<file path="src/rtl/simmem_axi_wr_responder.sv">
// AXI4 write-channel responder: queues AW bursts in order, consumes the matching
// W beats, and returns one B per burst (SLVERR for illegal bursts or WLAST errors).
module simmem_axi_wr_responder #(
  parameter int IDWidth          = 2,
  parameter int AxLenWidth       = 8,
  parameter int AxBurstWidth     = 2,
  parameter int XRespWidth       = 3,
  parameter int MaxBurstLenField = 2,
  parameter int AwFifoDepth      = 4
) (
  input  logic                    clk_i,
  input  logic                    rst_ni,
  input  logic                    aw_valid_i,
  output logic                    aw_ready_o,
  input  logic [IDWidth-1:0]      aw_id_i,
  input  logic [AxLenWidth-1:0]   aw_len_i,
  input  logic [AxBurstWidth-1:0] aw_burst_i,
  input  logic                    w_valid_i,
  output logic                    w_ready_o,
  input  logic                    w_last_i,
  output logic                    b_valid_o,
  input  logic                    b_ready_i,
  output logic [IDWidth-1:0]      b_id_o,
  output logic [XRespWidth-1:0]   b_resp_o,
  output logic [1:0]              dbg_state_o
);

  // Handshake rule on every channel: a transfer happens on the rising clock
  // edge where valid and ready are both high; valid never waits on ready.

  localparam int PtrW = $clog2(AwFifoDepth);
  localparam logic [AxLenWidth-1:0] MaxLen    = AxLenWidth'((1 << MaxBurstLenField) - 1);
  localparam logic [XRespWidth-1:0] RespOkay  = '0;
  localparam logic [XRespWidth-1:0] RespSlverr = XRespWidth'(2);

  typedef enum logic [1:0] {
    IDLE = 2'd0,
    DATA = 2'd1,
    RSP  = 2'd2
  } state_t;

  state_t state, state_next;

  logic [IDWidth-1:0]    id_mem  [AwFifoDepth];
  logic [AxLenWidth-1:0] len_mem [AwFifoDepth];
  logic [AwFifoDepth-1:0] bad_mem;
  logic [PtrW-1:0] wr_ptr, rd_ptr, rd_ptr_nxt;
  logic [PtrW:0]   count;

  logic full, push, pop, push_bad, w_hs, len_hit, beat_end, end_err;
  logic load_next, head_bad_next;
  logic [AxLenWidth-1:0] beat_cnt;
  logic err;

  assign full       = (count == (PtrW+1)'(AwFifoDepth));
  assign aw_ready_o = !full;
  assign push       = aw_valid_i && !full;
  assign push_bad   = (aw_burst_i == AxBurstWidth'(3)) || (aw_len_i > MaxLen);
  assign pop        = b_valid_o && b_ready_i;
  assign rd_ptr_nxt = rd_ptr + PtrW'(1);

  assign w_ready_o = (state == DATA);
  assign w_hs      = w_valid_i && w_ready_o;
  assign len_hit   = (beat_cnt == len_mem[rd_ptr]);
  assign beat_end  = w_last_i || len_hit;
  assign end_err   = err || (w_last_i != len_hit);

  // A pushed entry lands exactly at rd_ptr_nxt when only the popped head remains.
  assign load_next     = pop && ((count > (PtrW+1)'(1)) || push);
  assign head_bad_next = (count > (PtrW+1)'(1)) ? bad_mem[rd_ptr_nxt] : push_bad;

  assign dbg_state_o = state;

  always_ff @(posedge clk_i) begin
    if (push) begin
      id_mem[wr_ptr]  <= aw_id_i;
      len_mem[wr_ptr] <= aw_len_i;
      bad_mem[wr_ptr] <= push_bad;
    end
  end

  always_ff @(posedge clk_i or negedge rst_ni) begin
    if (!rst_ni) begin
      wr_ptr <= '0;
      rd_ptr <= '0;
      count  <= '0;
    end else begin
      if (push) wr_ptr <= wr_ptr + PtrW'(1);
      if (pop)  rd_ptr <= rd_ptr_nxt;
      count <= count + (PtrW+1)'(push) - (PtrW+1)'(pop);
    end
  end

  always_ff @(posedge clk_i or negedge rst_ni) begin
    if (!rst_ni) state <= IDLE;
    else         state <= state_next;
  end

  always_comb begin
    state_next = state;
    case (state)
      IDLE:    if (count != '0) state_next = DATA;
      DATA:    if (w_hs && beat_end) state_next = RSP;
      RSP:     if (pop) state_next = load_next ? DATA : IDLE;
      default: state_next = IDLE;
    endcase
  end

  always_ff @(posedge clk_i or negedge rst_ni) begin
    if (!rst_ni) begin
      beat_cnt  <= '0;
      err       <= 1'b0;
      b_valid_o <= 1'b0;
      b_id_o    <= '0;
      b_resp_o  <= '0;
    end else begin
      if (state == IDLE && count != '0) begin
        beat_cnt <= '0;
        err      <= bad_mem[rd_ptr];
      end
      if (w_hs) begin
        if (beat_end) begin
          b_valid_o <= 1'b1;
          b_id_o    <= id_mem[rd_ptr];
          b_resp_o  <= end_err ? RespSlverr : RespOkay;
        end else begin
          beat_cnt <= beat_cnt + AxLenWidth'(1);
        end
      end
      if (pop) begin
        b_valid_o <= 1'b0;
        if (load_next) begin
          beat_cnt <= '0;
          err      <= head_bad_next;
        end
      end
    end
  end

endmodule

</file>
<file path="config.mk">
export PLATFORM = sky130hd
export DESIGN_NAME = simmem_axi_wr_responder
export DESIGN_NICKNAME = d
export VERILOG_FILES = /design/src/rtl/simmem_axi_wr_responder.sv
export SDC_FILE = /design/constraint.sdc
export NUM_CORES = 1
export LEC_CHECK = 0
export CORE_AREA = 2 2 97 99
export CTS_BUF_LIST = sky130_fd_sc_hd__clkbuf_4 sky130_fd_sc_hd__clkbuf_8
export DETAILED_ROUTE_END_ITERATION = 7
export DIE_AREA = 0 0 99 101
export GPL_TIMING_DRIVEN = 0
export PLACE_DENSITY = 0.59
export SYNTH_ARGS = -nofsm -noshare
export SYNTH_HDL_FRONTEND = slang
export SYNTH_SLANG_ARGS = --single-unit
</file>
<file path="constraint.sdc">
create_clock -name clk_i -period 2.8 [get_ports clk_i]
set_input_delay 0.7 -clock clk_i [delete_from_list [all_inputs] [get_ports clk_i]]
set_output_delay 0.7 -clock clk_i [all_outputs]
set_load 0.02 [all_outputs]
</file>
==> results.json <==
{
  "run_status": "completed",
  "synth_top_area_share_pct": 43.4,
  "worst_setup_path_end_kind": "flip-flop",
  "grt_antenna_before_repair": 0,
  "fin_ws_ns": 0.140,
  "cp.buffers_inverters": 3,
  "setup_viol": 0,
  "path_clk_slew_ns": 0.08,
  "die_area_um2": 10000,
  "cts_tree": "built",
  "antenna_left": 0,
  "syn_area_per_cell_um2": 15.1,
  "place_congestion": 0.720,
  "hpwl_mm": 3.77,
  "preCtsSetupSlack_ns": -0.184,
  "arrival_ns": 2.88,
  "worst-path-max-fanout": 6,
  "p_total_uw": 3580,
  "cts_buffers": 9,
  "clk_latency_ns": 0.34,
  "yosysTopAreaCell": "edfxtp_1",
  "path_common_cell": "buf_4",
  "ys_top_cells_by_count": "edfxtp_1, dfrtp_1, nor2_1, inv_1, ha_1",
  "core_area_um2": 8980,
  "die_w_um": 99,
  "grt_pass1_vias": 1719,
  "crit_type": "flip-flop to flip-flop",
  "grt_usage_pct": 11.9,
  "cp.required_ns": 3.02,
  "period_share_pct": 95.0,
  "ys_warn_count": 0,
  "netlist_area_um2": 3040,
  "post-route-drc-count": 0,
  "fmax_mhz": 376,
  "finClkSkew_ns": 0.00702,
  "antenna_cells": 0,
  "num_io_pins": 28,
  "grt_first_pass_wirelength_mm": 8.90,
  "area_growth_pct": 22.2,
  "cts-root-buf": "clkbuf_8",
  "synth-edff-count": 44,
  "p_per_area_nw_per_um2": 961,
  "drive_gt1_share_pct": 17.3,
  "drv_slew": 0,
  "start_kind": "flip-flop",
  "synth_cell_type_count": 44,
  "cp_cell_sequence": "buf_6 -> buf_4 -> mux4_1 -> xor2_1 -> nor4_1 -> nand2_1 -> ha_2 -> and4b_4 -> buf_4 -> a31oi_1 -> a21oi_1",
  "synthTopCellsByArea": "edfxtp_1, dfrtp_1, mux4_1",
  "finish.net_count": 274,
  "synth_ff_type": "edfxtp_1",
  "drt-initial-drc-count": 57,
  "fin_crit_ns": 2.66,
  "fin_tns_setup_ns": 0,
  "path_delay_family": "simple AND/OR/NAND/NOR gates",
  "cp_slowest_cell": "mux4_1",
  "synth.most_common_cell": "edfxtp_1",
  "grt_max_degree": 23,
  "grt_overflow": 0,
  "post-route-util_pct": 41.4,
  "max_stage_delay_ns": 0.54,
  "portBuffers": 25,
  "hp-class": "flip-flop to flip-flop",
  "num_vias": 1723,
  "start_util_pct": 33.9,
  "tightest_slew_ns": 0.988,
  "cts_sinks": 66,
  "finalHoldViolations": 0,
  "drt_wl_total_mm": 5.58,
  "max_cap_violations": 0,
  "p_leak_uw": 0.00145,
  "synthArstFlopShare_pct": 33.3,
  "clockBufferDepth": 2,
  "die_h_um": 101,
  "seq_area_frac_synth_pct": 61.5,
  "row_count": 35,
  "dr.pass1.iters": 4,
  "ir_drop_uv": 323,
  "avgViaCountPerCell": 4.79,
  "cts_htree_levels": 3,
  "ys_seq_elements": 66,
  "wl_per_cell_um": 15.5,
  "slew_headroom_pct": 33.9,
  "synth_cells": 201
}
cell families (layout without fill, tap and decap cells):
group	count (synthesis)	count (layout)	synth area share [%]
AOI/OAI and AO/OA	19	19	3.86
other	1	2	0.123
and+or+nand+nor	50	50	9.08
adders and majority gates	12	12	5.18
DFF	66	66	61.5
xor gates and xnor gates	13	13	3.74
buffers and inverters	21	68	4.03
muxes	19	19	12.5
layout by cell type (no fill, tap or decap), types with 2 or more instances in the layout:
master and count:
xor2_1 7, mux2i_1 5, inv_1 12, and3_1 6, nand4_1 3, nand4b_1 2, nand2_1 7, clkinv_4 2
nor3_1 3, buf_4 8, edfxtp_1 44, dfrtp_1 22, xnor2_1 6, nor4_1 2, clkdlybuf4s50_1 25, inv_6 2
clkbuf_1 2, ha_1 10, nand3b_1 3, conb_1 2, mux4_2 4, mux2_2 2, clkbuf_8 10, a21oi_1 7
nor2_1 15, mux4_1 8, o21ai_0 2
layout make-up:
type | count | area [µm²]
flip-flops and latches | 66 | 1870
repair buffers | 32 | 320
well taps | 111 | 139
multi-input cells | 115 | 1070
inverters | 12 | 45.0
plain buffers | 8 | 72.6
fillers | 840 | 5260
clock inverters | 7 | 77.6
clock buffers | 9 | 124
metal layers:
layer	GRT usage, %	share of wire (%)	vias up
li1	-	-	833
met1	16.0	48	850
met2	18.3	47	33
met3	2.57	3.6	7
met4	5.69	1.4	0
met5	0	0	-
worst reg2reg max path: cells and delay by family, from the launching register on:
family	cells	cell delay, ns
and+or+nand+nor	3	0.63
xor gates and xnor gates	1	0.16
DFF	1	0.34
AOI/OAI and AO/OA	2	0.24
adders and majority gates	1	0.22
buffers and inverters	3	0.41
muxes	1	0.54
power by group:
group / internal [µW] / total (µW) / switching (µW)
combinational: 689 / 1340 / 656
sequential: 1300 / 1420 / 122
clock: 419 / 812 / 393
total: 2410 / 3580 / 1170
what timing repair did:
item                       4_1_cts  5_1_grt
pin swaps                        0        4
buffers inserted                 0        6
setup endpoints to repair       10        9
hold buffers                     0        0
resized for setup                5        5
gates cloned                     0        1
per-stage QoR:
step	hold slack, ns	cells	cell area (µm²)
final	0.520	360	3720
after global routing	0.546	360	3720
after CTS	0.529	354	3640
after detailed placement	0.512	338	3440
after global placement	0.502	338	3440
after floorplan	0.404	202	3050
worst paths after layout:
path	startpoint	end	slack, ns	cells after the start
max reg2reg	rd_ptr[0]	beat_cnt[4]	0.14	11
max	rd_ptr[0]	beat_cnt[4]	0.14	11
min in group asynchronous	rst_ni	beat_cnt[3]	0.91	1
min reg2reg	b_id_o[0]	b_id_o[0]	0.52	1
min	b_id_o[0]	b_id_o[0]	0.52	1
max in group asynchronous	rst_ni	dbg_state_o[1]	1.29	1
state kept, by name, summed over array words and instances (netlist names):
signal	flops
err	1
wr_ptr	2
id_mem	8
dbg_state_o	2
b_resp_o	1
b_id_o	2
beat_cnt	8
count	3
bad_mem	4
rd_ptr	2
b_valid_o	1
len_mem	32
No activity file was read; power rests on OpenSTA's default activity.
